File: src/rtl/cnn_pkg.sv
// rtl/cnn_pkg.sv - shared sizes, address widths and FSM state encoding for the convolution read controller
//
// Purpose: one place for the default vector/filter lengths, the derived
// output count and the widths of every address/counter used by the
// convolution read path.
package cnn_pkg;

  // Default input vector length (x memory depth).
  localparam int N_LEN   = 43;
  // Default filter length (f memory depth).
  localparam int M_LEN   = 16;
  // Number of valid convolution outputs at the defaults.
  localparam int O_LEN   = N_LEN - M_LEN + 1;

  // x memory address width (covers 0..N_LEN-1).
  localparam int XADDR_W = 6;
  // f memory address width (covers 0..M_LEN-1).
  localparam int FADDR_W = 4;
  // Output index j width (covers 0..O_LEN-1).
  localparam int J_W     = 5;
  // Filter tap index k width (covers 0..M_LEN-1).
  localparam int K_W     = 4;

  typedef enum logic [2:0] {
    IDLE  = 3'd0,
    LOAD  = 3'd1,
    RUN   = 3'd2,
    DRAIN = 3'd3,
    OUT   = 3'd4
  } state_t;

endpackage

File: src/rtl/ctrl_conv_read.sv
// rtl/ctrl_conv_read.sv - read sequencer for a sliding-window 1-D convolution engine
//
// Purpose: for each output j = 0..O-1, points the x address counter at j,
// walks the M filter taps (x at j+k, f at k), lets the MAC accumulate with a
// one-cycle lag for the synchronous RAM read, waits for the last product to
// land, then presents the result on a valid/ready handshake.
//
// Ports:
//   clk               in   rising-edge clock
//   reset             in   synchronous, active-high
//   x_loaded          in   x memory holds all N words
//   f_loaded          in   f memory holds all M words
//   en_ext_ctrl       out  this block owns the x address counter
//   ext_load_addr     out  load x address counter with ext_load_addr_val
//   ext_load_addr_val out  window start address j
//   ext_incr_addr     out  increment x address counter
//   f_addr            out  filter read address k
//   mac_clr           out  clear MAC accumulator
//   mac_en            out  accumulate current x*f product
//   m_valid           out  result j available
//   m_ready           in   downstream accepts result
//   conv_done         out  one-cycle pulse after the last result is accepted
module ctrl_conv_read
  import cnn_pkg::*;
#(
  parameter int N = N_LEN,
  parameter int M = M_LEN
) (
  input  logic               clk,
  input  logic               reset,
  input  logic               x_loaded,
  input  logic               f_loaded,
  output logic               en_ext_ctrl,
  output logic               ext_load_addr,
  output logic [XADDR_W-1:0] ext_load_addr_val,
  output logic               ext_incr_addr,
  output logic [FADDR_W-1:0] f_addr,
  output logic               mac_clr,
  output logic               mac_en,
  output logic               m_valid,
  input  logic               m_ready,
  output logic               conv_done
);

  localparam int O = N - M + 1;

  localparam logic [J_W-1:0] J_LAST = J_W'(O - 1);
  localparam logic [K_W-1:0] K_LAST = K_W'(M - 1);

  state_t         state_q, state_d;
  logic [J_W-1:0] j_q, j_d;
  logic [K_W-1:0] k_q, k_d;
  // Second-cycle marker for the two-cycle drain.
  logic           drain_q, drain_d;
  logic           mac_en_q;
  logic           conv_done_q, conv_done_d;

  always_ff @(posedge clk) begin
    if (reset) begin
      state_q     <= IDLE;
      j_q         <= '0;
      k_q         <= '0;
      drain_q     <= 1'b0;
      mac_en_q    <= 1'b0;
      conv_done_q <= 1'b0;
    end else begin
      state_q     <= state_d;
      j_q         <= j_d;
      k_q         <= k_d;
      drain_q     <= drain_d;
      // The RAM data for the tap addressed in RUN cycle k arrives one cycle
      // later, so the accumulate strobe is RUN delayed by one.
      mac_en_q    <= (state_q == RUN);
      conv_done_q <= conv_done_d;
    end
  end

  always_comb begin
    state_d           = state_q;
    j_d               = j_q;
    k_d               = k_q;
    drain_d           = drain_q;
    conv_done_d       = 1'b0;
    en_ext_ctrl       = 1'b0;
    ext_load_addr     = 1'b0;
    ext_load_addr_val = '0;
    ext_incr_addr     = 1'b0;
    f_addr            = '0;
    mac_clr           = 1'b0;
    m_valid           = 1'b0;

    unique case (state_q)
      IDLE: begin
        j_d = '0;
        k_d = '0;
        if (x_loaded && f_loaded) begin
          state_d = LOAD;
        end
      end

      LOAD: begin
        en_ext_ctrl       = 1'b1;
        ext_load_addr     = 1'b1;
        ext_load_addr_val = XADDR_W'(j_q);
        mac_clr           = 1'b1;
        k_d               = '0;
        state_d           = RUN;
      end

      RUN: begin
        en_ext_ctrl = 1'b1;
        f_addr      = FADDR_W'(k_q);
        if (k_q == K_LAST) begin
          // Last tap: the x counter already sits on j+M-1, so no further
          // increment and no address past N-1.
          drain_d = 1'b0;
          state_d = DRAIN;
        end else begin
          ext_incr_addr = 1'b1;
          k_d           = k_q + K_W'(1);
        end
      end

      DRAIN: begin
        // First cycle: last product being accumulated.
        // Second cycle: accumulator settled.
        en_ext_ctrl = 1'b1;
        if (drain_q) begin
          state_d = OUT;
        end else begin
          drain_d = 1'b1;
        end
      end

      OUT: begin
        en_ext_ctrl = 1'b1;
        m_valid     = 1'b1;
        if (m_ready) begin
          if (j_q == J_LAST) begin
            j_d         = '0;
            conv_done_d = 1'b1;
            state_d     = IDLE;
          end else begin
            j_d     = j_q + J_W'(1);
            state_d = LOAD;
          end
        end
      end

      default: begin
        state_d = IDLE;
      end
    endcase
  end

  assign mac_en    = mac_en_q;
  assign conv_done = conv_done_q;

endmodule

File: config.mk
export PLATFORM = sky130hd
export DESIGN_NAME = ctrl_conv_read
export DESIGN_NICKNAME = d
export VERILOG_FILES = /design/src/rtl/cnn_pkg.sv /design/src/rtl/ctrl_conv_read.sv
export SDC_FILE = /design/constraint.sdc
export NUM_CORES = 1
export LEC_CHECK = 0
export ABC_CLOCK_PERIOD_IN_PS = 4300
export CAP_MARGIN = 20
export CORE_MARGIN = 1
export CORE_UTILIZATION = 51
export DETAILED_ROUTE_END_ITERATION = 10
export PLACE_DENSITY = 0.93
export RECOVER_POWER = 50
export SLEW_MARGIN = 20
export SYNTH_ARGS = -nofsm -noshare
export SYNTH_HDL_FRONTEND = slang
export SYNTH_SLANG_ARGS = --single-unit
File: constraint.sdc
create_clock -name clk -period 4.3 [get_ports clk]
set_clock_uncertainty 0.1 [all_clocks]
set_input_delay 0.86 -clock clk [delete_from_list [all_inputs] [get_ports clk]]
set_output_delay 0.86 -clock clk [all_outputs]
set_load 0.02 [all_outputs]
* Word level (Yosys, flattened, before mapping)
Index checks and enable logic that the tools add are counted.
Word-level totals: output and inout bits 17, flip-flop bits (word level) 15, bits of input ports 5, word-level logic and storage cells 54
Cells by class: equality and inequality tests 11, bitwise operators 2, mux-type cells 21, reductions and logical operators 12, $add $sub $neg 2
Operator list (number):
- two-way mux 5 bit | 3
- case mux 3 bit (5 select lines) | 1
- two-way mux 3 bit | 4
- case mux 5 bit (2 select lines) | 1
- two-way mux 1 bit | 8
- two-way mux 4 bit | 2
- != test 2 bit (second input constant) | 4
- case mux 4 bit (2 select lines) | 1
- == test 3 x 2 -> 1 bit (second input constant) | 2
- AND reduction 2 bit | 3
- nonzero test 2 bit | 3
- adder 5 x 1 -> 5 bit (second input constant) | 1
- == test 5 bit (second input constant) | 1
- adder 4 x 1 -> 4 bit (second input constant) | 1
- == test 4 bit (second input constant) | 1
- AND reduction 4 bit | 1
- OR reduction 4 bit | 1
- == test 3 x 1 -> 1 bit (second input constant) | 1
- == test 3 bit (second input constant) | 1
- zero test 3 bit | 1
- OR reduction 3 bit | 1
- != test 2 x 1 -> 1 bit (second input constant) | 1
- inverter 1 bit | 2
- case mux 1 bit (2 select lines) | 1
- other kinds (2) | 2

* Depth between registers and ports, before layout
Gate-level depths: netlist of the first run.
depth after elaboration 4, depth in mapped cells 5, mapped depth without buffers 4

* Worst setup path after synthesis of the first run
OpenSTA, ideal clock, no wires.
kind register -> output, start register state_q[0], end output ext_load_addr_val[0], data arrival time 1.367 ns, data required time 3.340 ns, cell stages (with the launch flop) 4, path buffers 1, path slack 1.973 ns, cell sequence dfxtp_1 -> buf_2 -> nor3b_2 -> and2_1
Between the ends: longest elaborated chain between the ends 2
RTL lines:
- from (decl) | RTL line ctrl_conv_read.sv:50 | state_t state_q, state_d;
- from (signal assigned) | RTL line ctrl_conv_read.sv:67 | state_q <= state_d;
- == test 3 x 1 -> 1 bit | RTL line ctrl_conv_read.sv:92 | unique case (state_q)
- two-way mux 5 bit | RTL line ctrl_conv_read.sv:92
- to (decl) | RTL line ctrl_conv_read.sv:35 | output logic [XADDR_W-1:0] ext_load_addr_val,
No other way between the ends.

* Final worst setup path of the first run
start register state_q[0], end output ext_load_addr_val[1]
Same word-level chain as after synthesis.

==> results of run 1 <==
[worst register-to-register path, stage by stage (launching register included)]
cell       delay, ns
dfxtp_1         0.72
nand4bb_1       0.20
or4_1           0.48
o21ai_1         0.08
[layer usage]
metal / GRT usage / wire length, µm
met5: 0 / 0
met4: 0.1125 / 54
met3: 0.07500 / 122
met2: 0.3612 / 979
met1: 0.3096 / 894
[cell families (layout without fill, tap and decap cells)]
family          count (synthesis)  count (layout)  synth area share
simple gates                   53              53            0.3801
compound gates                 25              25            0.1823
flops                          15              15            0.3366
buf+inv                        10              26           0.05891
fa+ha+maj                       2               2           0.02805
other cells                     1               1          0.004204
xor+xnor                        1               1          0.009819
[worst min-delay path by stage]
stage	start	end	slack, ns	cells after the start
2_1_floorplan	j_q[4]	j_q[4]	0.36	2
3_3_place_gp	j_q[4]	j_q[4]	0.38	2
3_5_place_dp	j_q[4]	j_q[4]	0.39	2
4_1_cts	j_q[4]	j_q[4]	0.41	2
5_1_grt	j_q[4]	j_q[4]	0.44	2
6_report	j_q[4]	j_q[4]	0.40	2
[final cells by class]
type / count / area share
timing repair buffer: 20 / 0.1831
tap: 16 / 0.01831
sequential: 15 / 0.2746
inverter: 2 / 0.006865
multi-input combinational: 82 / 0.4931
clock buffer: 4 / 0.02403
[metrics by stage]
| stage | std cells | cell area, µm² | worst slack (ns) | utilization | hold slack, ns |
|---|---|---|---|---|---|
| global placement | 135 | 1067 | 1.554 | 0.6770 | 0.3795 |
| global route | 139 | 1094 | 0.9720 | 0.6937 | 0.4367 |
| floorplan | 107 | 892.1 | 1.973 | - | 0.3588 |
| finish | 139 | 1094 | 1.116 | 0.6937 | 0.4036 |
| CTS | 139 | 1094 | 1.111 | 0.6937 | 0.4080 |
| detailed placement | 135 | 1067 | 1.436 | 0.6770 | 0.3946 |
[state kept, by name, indices dropped and copies added, names as in the netlist]
register   count
j_q            5
k_q            4
state_q        3
conv_done      1
drain_q        1
mac_en         1
[layout by cell type (no fill, tap or decap), types with 2 or more instances in the layout]
cell,instances
a211oi_1,2
a21oi_1,7
and2_1,9
clkbuf_4,3
clkdlybuf4s50_1,16
dfxtp_1,15
dlygate4sd3_1,4
ha_1,2
inv_1,2
nand2_1,4
nand2b_1,2
nand3_1,5
nand3b_1,2
nand4_1,2
nand4bb_1,2
nor2_1,7
nor2b_1,2
nor3_1,4
o21ai_0,4
o21ai_1,2
or4_1,3
[power by group]
part | internal, µW | switching, µW | leakage, µW
Combinational | 22.0 | 27.6 | 0.000234
Clock | 36.1 | 44.8 | 0.0000150
Sequential | 142 | 9.02 | 0.000121
Total | 200 | 81.4 | 0.000371
==> results.json, run 1 <==
{
  "ctsHoldBuffers": 0,
  "die_h_um": 43.83,
  "synth_edf_count": 0,
  "core-area_um2": 1577,
  "setup_violations": 0,
  "avgSynthCellArea_um2": 8.337,
  "synthFlopType": "dfxtp_1",
  "slowest_stage": "dfxtp_1",
  "grt_first_pass_wirelength_um": 3318,
  "nNetsFinal": 131,
  "die_w_um": 43.83,
  "reg2reg_depth": 3,
  "first_iter_violations": 22,
  "crit_start": "state_q[0]",
  "drv_cap": 0,
  "path_cells": "nor3b_2 > and2_1 > clkdlybuf4s50_1",
  "area_growth_pct": 22.58,
  "cts_resized": 0,
  "die_area_um2": 1921,
  "antenna_left": 0,
  "endpoint_kind": "primary output",
  "ir_worst_vdd_uv": 212.1,
  "drv_slew": 0,
  "clockBufferDepth": 2,
  "required_ns": 3.34,
  "fillers": 119,
  "p_leak_uw": 0.0003708,
  "max_stage_delay_ns": 0.65,
  "vias": 881,
  "tightest_slew_ns": 0.6371,
  "hp-class": "register to register",
  "crit_end": "ext_load_addr_val[1]",
  "drive_gt1_frac": 0.04878,
  "max-slew-margin-rel": 0.5738,
  "ys_ff_latch": 15,
  "yosys-top-cells-area": "dfxtp_1, and2_1, a21oi_1, nor2_1, ha_1",
  "cts.htree.levels": 1,
  "finalWirelength_um": 2050,
  "antenna_found_initial": 0,
  "dr.pass1.iters": 7,
  "ios": 22,
  "synth_largest_area_cell": "dfxtp_1",
  "multi_input_area_um2": 539.3,
  "hold_viol_final": 0,
  "critPathKind": "register to primary output",
  "clk_pin_slew_ns": 0.09,
  "synth.most_common_cell": "dfxtp_1",
  "grt_pass1_vias": 738,
  "synth_top_area_share": 0.3366,
  "reg2reg_to": "j_q[4]",
  "drc": 1,
  "worstPathArrival_ns": 2.22,
  "syn_inst": 107,
  "r2r-start": "state_q[2]",
  "grt_max_degree": 22,
  "cts-root-buf": "clkbuf_4",
  "hpwl_um": 1411,
  "syn_nets": 114,
  "cts_tree": "done",
  "fp-row-count": 14,
  "critical_path.max_fanout": 17,
  "seq_area_um2": 300.3,
  "globalRouteTotalUtil": 0.2397,
  "ys_warn_count": 0,
  "clk_latency_ns": 0.29,
  "r2r_slack_ns": 2.66,
  "rsz0062_at_grt": "false",
  "cp.depth": 3,
  "tns_ns": 0,
  "routed_via_density": 6.338,
  "critical_path.top_delay_family": "simple AND/OR/NAND/NOR gates",
  "critPathLaunchType": "register",
  "period_share": 0.7405,
  "initial_core_util": 0.5659,
  "power_density_nw_per_um2": 257.5,
  "numCtsBuffers": 3,
  "place_congestion": 0.9061,
  "violations": "design-rule violations",
  "synth_cell_types": 44,
  "outcome": "finished with violations",
  "cp_num_buf_inv": 1,
  "period_minus_slack_ns": 3.184,
  "diodes": 0,
  "fmaxAchievable_mhz": 314.1,
  "async_flop_share": 0,
  "io_buffers": 20,
  "synth-seq-area-share": 0.3366,
  "power_uw": 281.6,
  "synthesis.area_um2": 892.1,
  "post-cts-setup-buffer-count": 0,
  "wl_per_cell_um": 14.75,
  "cts_sinks": 15,
  "grt_overflow": 0,
  "ys_top_cells_by_count": "dfxtp_1, and2_1, a21oi_1, nor2_1, nand3_1"
}
No activity file was read; power rests on OpenSTA's default activity.
==> run 2, diff against run 1 <==
- ABC_CLOCK_PERIOD_IN_PS: 4300 -> 3100
- CORE_UTILIZATION: 51 -> 47
- PLACE_DENSITY: 0.93 -> 0.88
- clock period: 4.3 -> 3.1 ns (I/O delays scaled with it)
==> run 2 against run 1 <==
The flow now finishes without violations. Highest routed layer unchanged. Final cell count increased by 7.9%. Via count is 3.1% higher. Register-to-register slack got worse by 1.2 ns.
==> results.json, run 2 (same netlist as run 1, synthesis figures left out) <==
{
  "required_ns": 2.38,
  "cts_sinks": 15,
  "slowest_stage": "dfxtp_1",
  "first_iter_violations": 44,
  "clk_pin_slew_ns": 0.09,
  "dr.pass1.iters": 4,
  "path_cells": "nand2b_4 > nor2_1 > and2_1 > clkdlybuf4s50_1",
  "grt_max_degree": 20,
  "drv_slew": 0,
  "drive_gt1_frac": 0.06400,
  "nNetsFinal": 133,
  "tns_ns": 0,
  "cts_resized": 0,
  "crit_end": "f_addr[0]",
  "grt_pass1_vias": 760,
  "antenna_left": 0,
  "post-cts-setup-buffer-count": 0,
  "rsz0062_at_grt": "false",
  "final_common_cell": "clkdlybuf4s50_1",
  "routed_via_density": 6.053,
  "r2r_slack_ns": 1.47,
  "place_congestion": 0.8703,
  "clk_latency_ns": 0.29,
  "hp-class": "register to register",
  "period_minus_slack_ns": 2.701,
  "core-area_um2": 1745,
  "cts-root-buf": "clkbuf_4",
  "setup_violations": 0,
  "final_core_util": 0.6416,
  "drv_cap": 0,
  "hpwl_um": 1412,
  "period_share": 0.8713,
  "io_buffers": 20,
  "die_area_um2": 2076,
  "initial_core_util": 0.5111,
  "critPathLaunchType": "register",
  "clockBufferDepth": 2,
  "hold_viol_final": 0,
  "ir_worst_vdd_uv": 313.5,
  "most-common-layout-cells": "clkdlybuf4s50_1, dfxtp_1, and2_1",
  "grt_overflow": 0,
  "cts.htree.levels": 1,
  "finalWirelength_um": 2041,
  "critPathKind": "register to primary output",
  "globalRouteTotalUtil": 0.2125,
  "drc": 0,
  "crit_start": "state_q[1]",
  "fp-row-count": 15,
  "die_h_um": 45.57,
  "r2r-start": "state_q[1]",
  "wl_per_cell_um": 13.61,
  "vias": 908,
  "reg2reg_depth": 3,
  "reg2reg_to": "k_q[3]",
  "holdPathStages": 2,
  "critical_path.top_delay_family": "flip-flops",
  "diodes": 0,
  "p_leak_uw": 0.0003781,
  "cp_num_buf_inv": 1,
  "max_stage_delay_ns": 0.64,
  "tightest_slew_ns": 0.6416,
  "numCtsBuffers": 3,
  "area_growth_pct": 25.53,
  "fmaxAchievable_mhz": 370.2,
  "die_w_um": 45.57,
  "largest_register_ff_count": 5,
  "ios": 22,
  "cts_tree": "done",
  "endpoint_kind": "primary output",
  "max-slew-margin-rel": 0.5708,
  "outcome": "finished, final reports clean",
  "critical_path.max_fanout": 14,
  "reg.largest.list": "j_q x5, k_q x4, state_q x3",
  "antenna_found_initial": 0,
  "power_density_nw_per_um2": 352.4,
  "top_register": "j_q",
  "worstPathArrival_ns": 1.98,
  "cp.depth": 4,
  "ctsHoldBuffers": 0,
  "grt_first_pass_wirelength_um": 3263
}
run 2: changes by cell type in the layout (fill, tap and decap cells not counted):
cell and delta:
o21ai_0 +1, o21ai_1 -1, clkdlybuf4s50_1 +1, dlygate4sd3_1 -1, buf_4 +2
run 2: worst min-delay path by stage:
stage | start | to | slack [ns]
after floorplan | j_q[4] | j_q[4] | 0.36
final | j_q[4] | j_q[4] | 0.41
after global routing | drain_q | drain_q | 0.44
after detailed placement | j_q[4] | j_q[4] | 0.39
after CTS | j_q[4] | j_q[4] | 0.40
after global placement | j_q[4] | j_q[4] | 0.38
run 2: tightest hold or removal path: cells and delay by family, from the launching register on:
family | cells | cell delay [ns]
flops | 1 | 0.34
simple gates | 1 | 0.07
compound gates | 1 | 0.06
run 2: per-layer routing:
layer,GRT usage,up-vias,part of all wire
li1,-,431,-
met3,0.06349,12,0.063
met2,0.3800,54,0.49
met4,0.04848,0,0.020
met1,0.2451,411,0.42
met5,0,-,0
run 2: power breakdown:
part	switching [µW]	internal [µW]
clock	65.3	50.2
combinational	42.7	32.1
sequential	7.27	197
run 2: area by class of cell:
cell class | count | area, µm²
Fill cell | 163 | 625.6
Multi-Input combinational cell | 82 | 539.3
Sequential cell | 15 | 300.3
Timing Repair Buffer | 22 | 215.2
Tap cell | 25 | 31.28
Clock buffer | 4 | 26.28
Inverter | 2 | 7.507
run 2: metrics by stage:
step / total power (µW) / hold WS (ns) / instance area (µm²) / cells / setup WS, ns
after floorplan: 258.1 / 0.3588 / 892.1 / 107 / 1.013
after global placement: 281.3 / 0.3797 / 1094 / 146 / 0.7898
after detailed placement: 283.8 / 0.3875 / 1094 / 146 / 0.7166
after CTS: 396.3 / 0.3993 / 1120 / 150 / 0.3824
after global routing: 413.5 / 0.4410 / 1120 / 150 / 0.2321
final: 394.7 / 0.4076 / 1120 / 150 / 0.3990
==> run 3, diff against run 2 <==
==> constraint.sdc (replaced) <==
create_clock -name clk -period 3.1 [get_ports clk]
set_clock_uncertainty 0.1 [all_clocks]
set_input_delay 0.62 -clock clk [delete_from_list [all_inputs] [get_ports clk]]
set_output_delay 0.62 -clock clk [all_outputs]
set_load 0.1 [all_outputs]
==> run 3 against run 2 <==
Final area fell by 3.1%. Non-clock buffer count is the same. Final cell count did not move. Global-route usage is 0.49 points higher.
==> results.json, run 3 (same netlist as run 1, synthesis figures left out) <==
{
  "cp_num_buf_inv": 1,
  "stdcell_count": 150,
  "rsz0062_at_grt": "false",
  "io_buffers": 20,
  "clk_latency_ns": 0.28,
  "max_stage_delay_ns": 0.66,
  "max-slew-margin-rel": 0.2193,
  "power_density_nw_per_um2": 398.3,
  "die_h_um": 45.57,
  "drv_cap": 0,
  "r2r_slack_ns": 1.42,
  "period_share": 0.8020,
  "globalRouteTotalUtil": 0.2175,
  "path_cells": "nor3b_4 > and2_2 > buf_4",
  "cts_resized": 0,
  "worstPathArrival_ns": 1.77,
  "wl_per_cell_um": 13.47,
  "critical_path.max_fanout": 17,
  "p_leak_uw": 0.0003959,
  "endpoint_kind": "primary output",
  "tightest_slew_ns": 1.176,
  "numCtsBuffers": 3,
  "critPathKind": "register to primary output",
  "required_ns": 2.38,
  "drv_slew": 0,
  "grt_max_degree": 18,
  "critPathLaunchType": "register",
  "first_iter_violations": 20,
  "area_growth_pct": 21.60,
  "ir_worst_vdd_uv": 213.9,
  "place_congestion": 0.8409,
  "fillers": 160,
  "dr.pass1.iters": 4,
  "vias": 864,
  "finalWirelength_um": 2020,
  "antenna_found_initial": 0,
  "top_register": "j_q",
  "placedCellCount": 146,
  "hpwl_um": 1467,
  "slowest_stage": "dfxtp_1",
  "crit_start": "state_q[0]",
  "ctsHoldBuffers": 0,
  "cts_tree": "done",
  "ios": 22,
  "grt_pass1_vias": 752,
  "r2r-start": "state_q[1]",
  "tns_ns": 0,
  "hold_viol_final": 0,
  "setup_violations": 0,
  "cts_sinks": 15,
  "reg.largest.list": "j_q x5, k_q x4, state_q x3",
  "reg2reg_to": "k_q[3]",
  "initial_core_util": 0.5111,
  "seq_area_um2": 300.3,
  "fin_ws_ns": 0.6139,
  "crit_end": "ext_load_addr_val[3]",
  "drive_gt1_frac": 0.2080,
  "grt_overflow": 0,
  "reg2reg_depth": 3,
  "drc": 0,
  "post-cts-setup-buffer-count": 0,
  "critical_path.top_delay_family": "flip-flops",
  "diodes": 0,
  "period_minus_slack_ns": 2.486,
  "fp-row-count": 15,
  "antenna_left": 0,
  "cp.depth": 3,
  "core-area_um2": 1745,
  "grt_first_pass_wirelength_um": 3249,
  "most-common-layout-cells": "dfxtp_1, buf_4, nor2_1, a21oi_1",
  "outcome": "finished, final reports clean",
  "routed_via_density": 5.760,
  "clockBufferDepth": 2,
  "cts.htree.levels": 1,
  "clk_pin_slew_ns": 0.09,
  "multi_input_area_um2": 555.5,
  "hold-worst-slack_ns": 0.4035,
  "nNetsFinal": 133,
  "die_w_um": 45.57,
  "dp_worst_setup_slack_ns": 0.9189,
  "die_area_um2": 2076,
  "largest_register_ff_count": 5,
  "fmaxAchievable_mhz": 402.2,
  "hp-class": "register to register",
  "holdPathStages": 2,
  "cts-root-buf": "clkbuf_4"
}
[run 3: cell count changes in the layout (fill, tap and decap cells not counted)]
cell / delta
and2_2: +4
clkbuf_1: +3
dlygate4sd3_1: -1
buf_4: +13
nor3b_2: -1
clkdlybuf4s50_1: -15
nor3_1: -1
nor3_2: +1
and2_1: -4
nor3b_4: +1
[run 3: worst min-delay path by stage]
stage	slack, ns	from	endpoint
finish	0.40	j_q[4]	j_q[4]
global route	0.46	drain_q	drain_q
CTS	0.41	j_q[4]	j_q[4]
detailed placement	0.40	j_q[4]	j_q[4]
global placement	0.38	j_q[4]	j_q[4]
floorplan	0.36	j_q[4]	j_q[4]
[run 3: where the power goes]
group	internal, µW	switching [µW]	total, µW
combinational	28.8	83.3	112
sequential	197	12.8	210
clock	49.9	60.1	110
total	276	156	432
[run 3: layer usage]
layer  track usage  vias up  wire, µm
met3       0.02778        4        89
met4        0.1333        0        25
met1        0.2354      406       841
met5             0        -         0
met2        0.3943       24      1064
li1              -      430         -
[run 3: tightest hold or removal path, cell delays in order, from the launching register on]
cell and delay [ns]:
dfxtp_1 0.34, nand2b_1 0.07, o21ai_1 0.05
[run 3: cell type report]
class                      count  share of cell area
timing repair buffer          22              0.1511
tap                           25             0.02884
inverter                       2            0.006920
clock buffer                   4             0.02422
sequential                    15              0.2768
multi-input combinational     82              0.5121
[run 3: through the flow]
stage | util | instance area, µm² | power, µW
2_1_floorplan | - | 908.4 | 306.2
3_3_place_gp | 0.6129 | 1070 | 326.5
3_5_place_dp | 0.6129 | 1070 | 328.3
4_1_cts | 0.6280 | 1096 | 439.7
5_1_grt | 0.6215 | 1085 | 454.0
6_report | 0.6215 | 1085 | 432.0
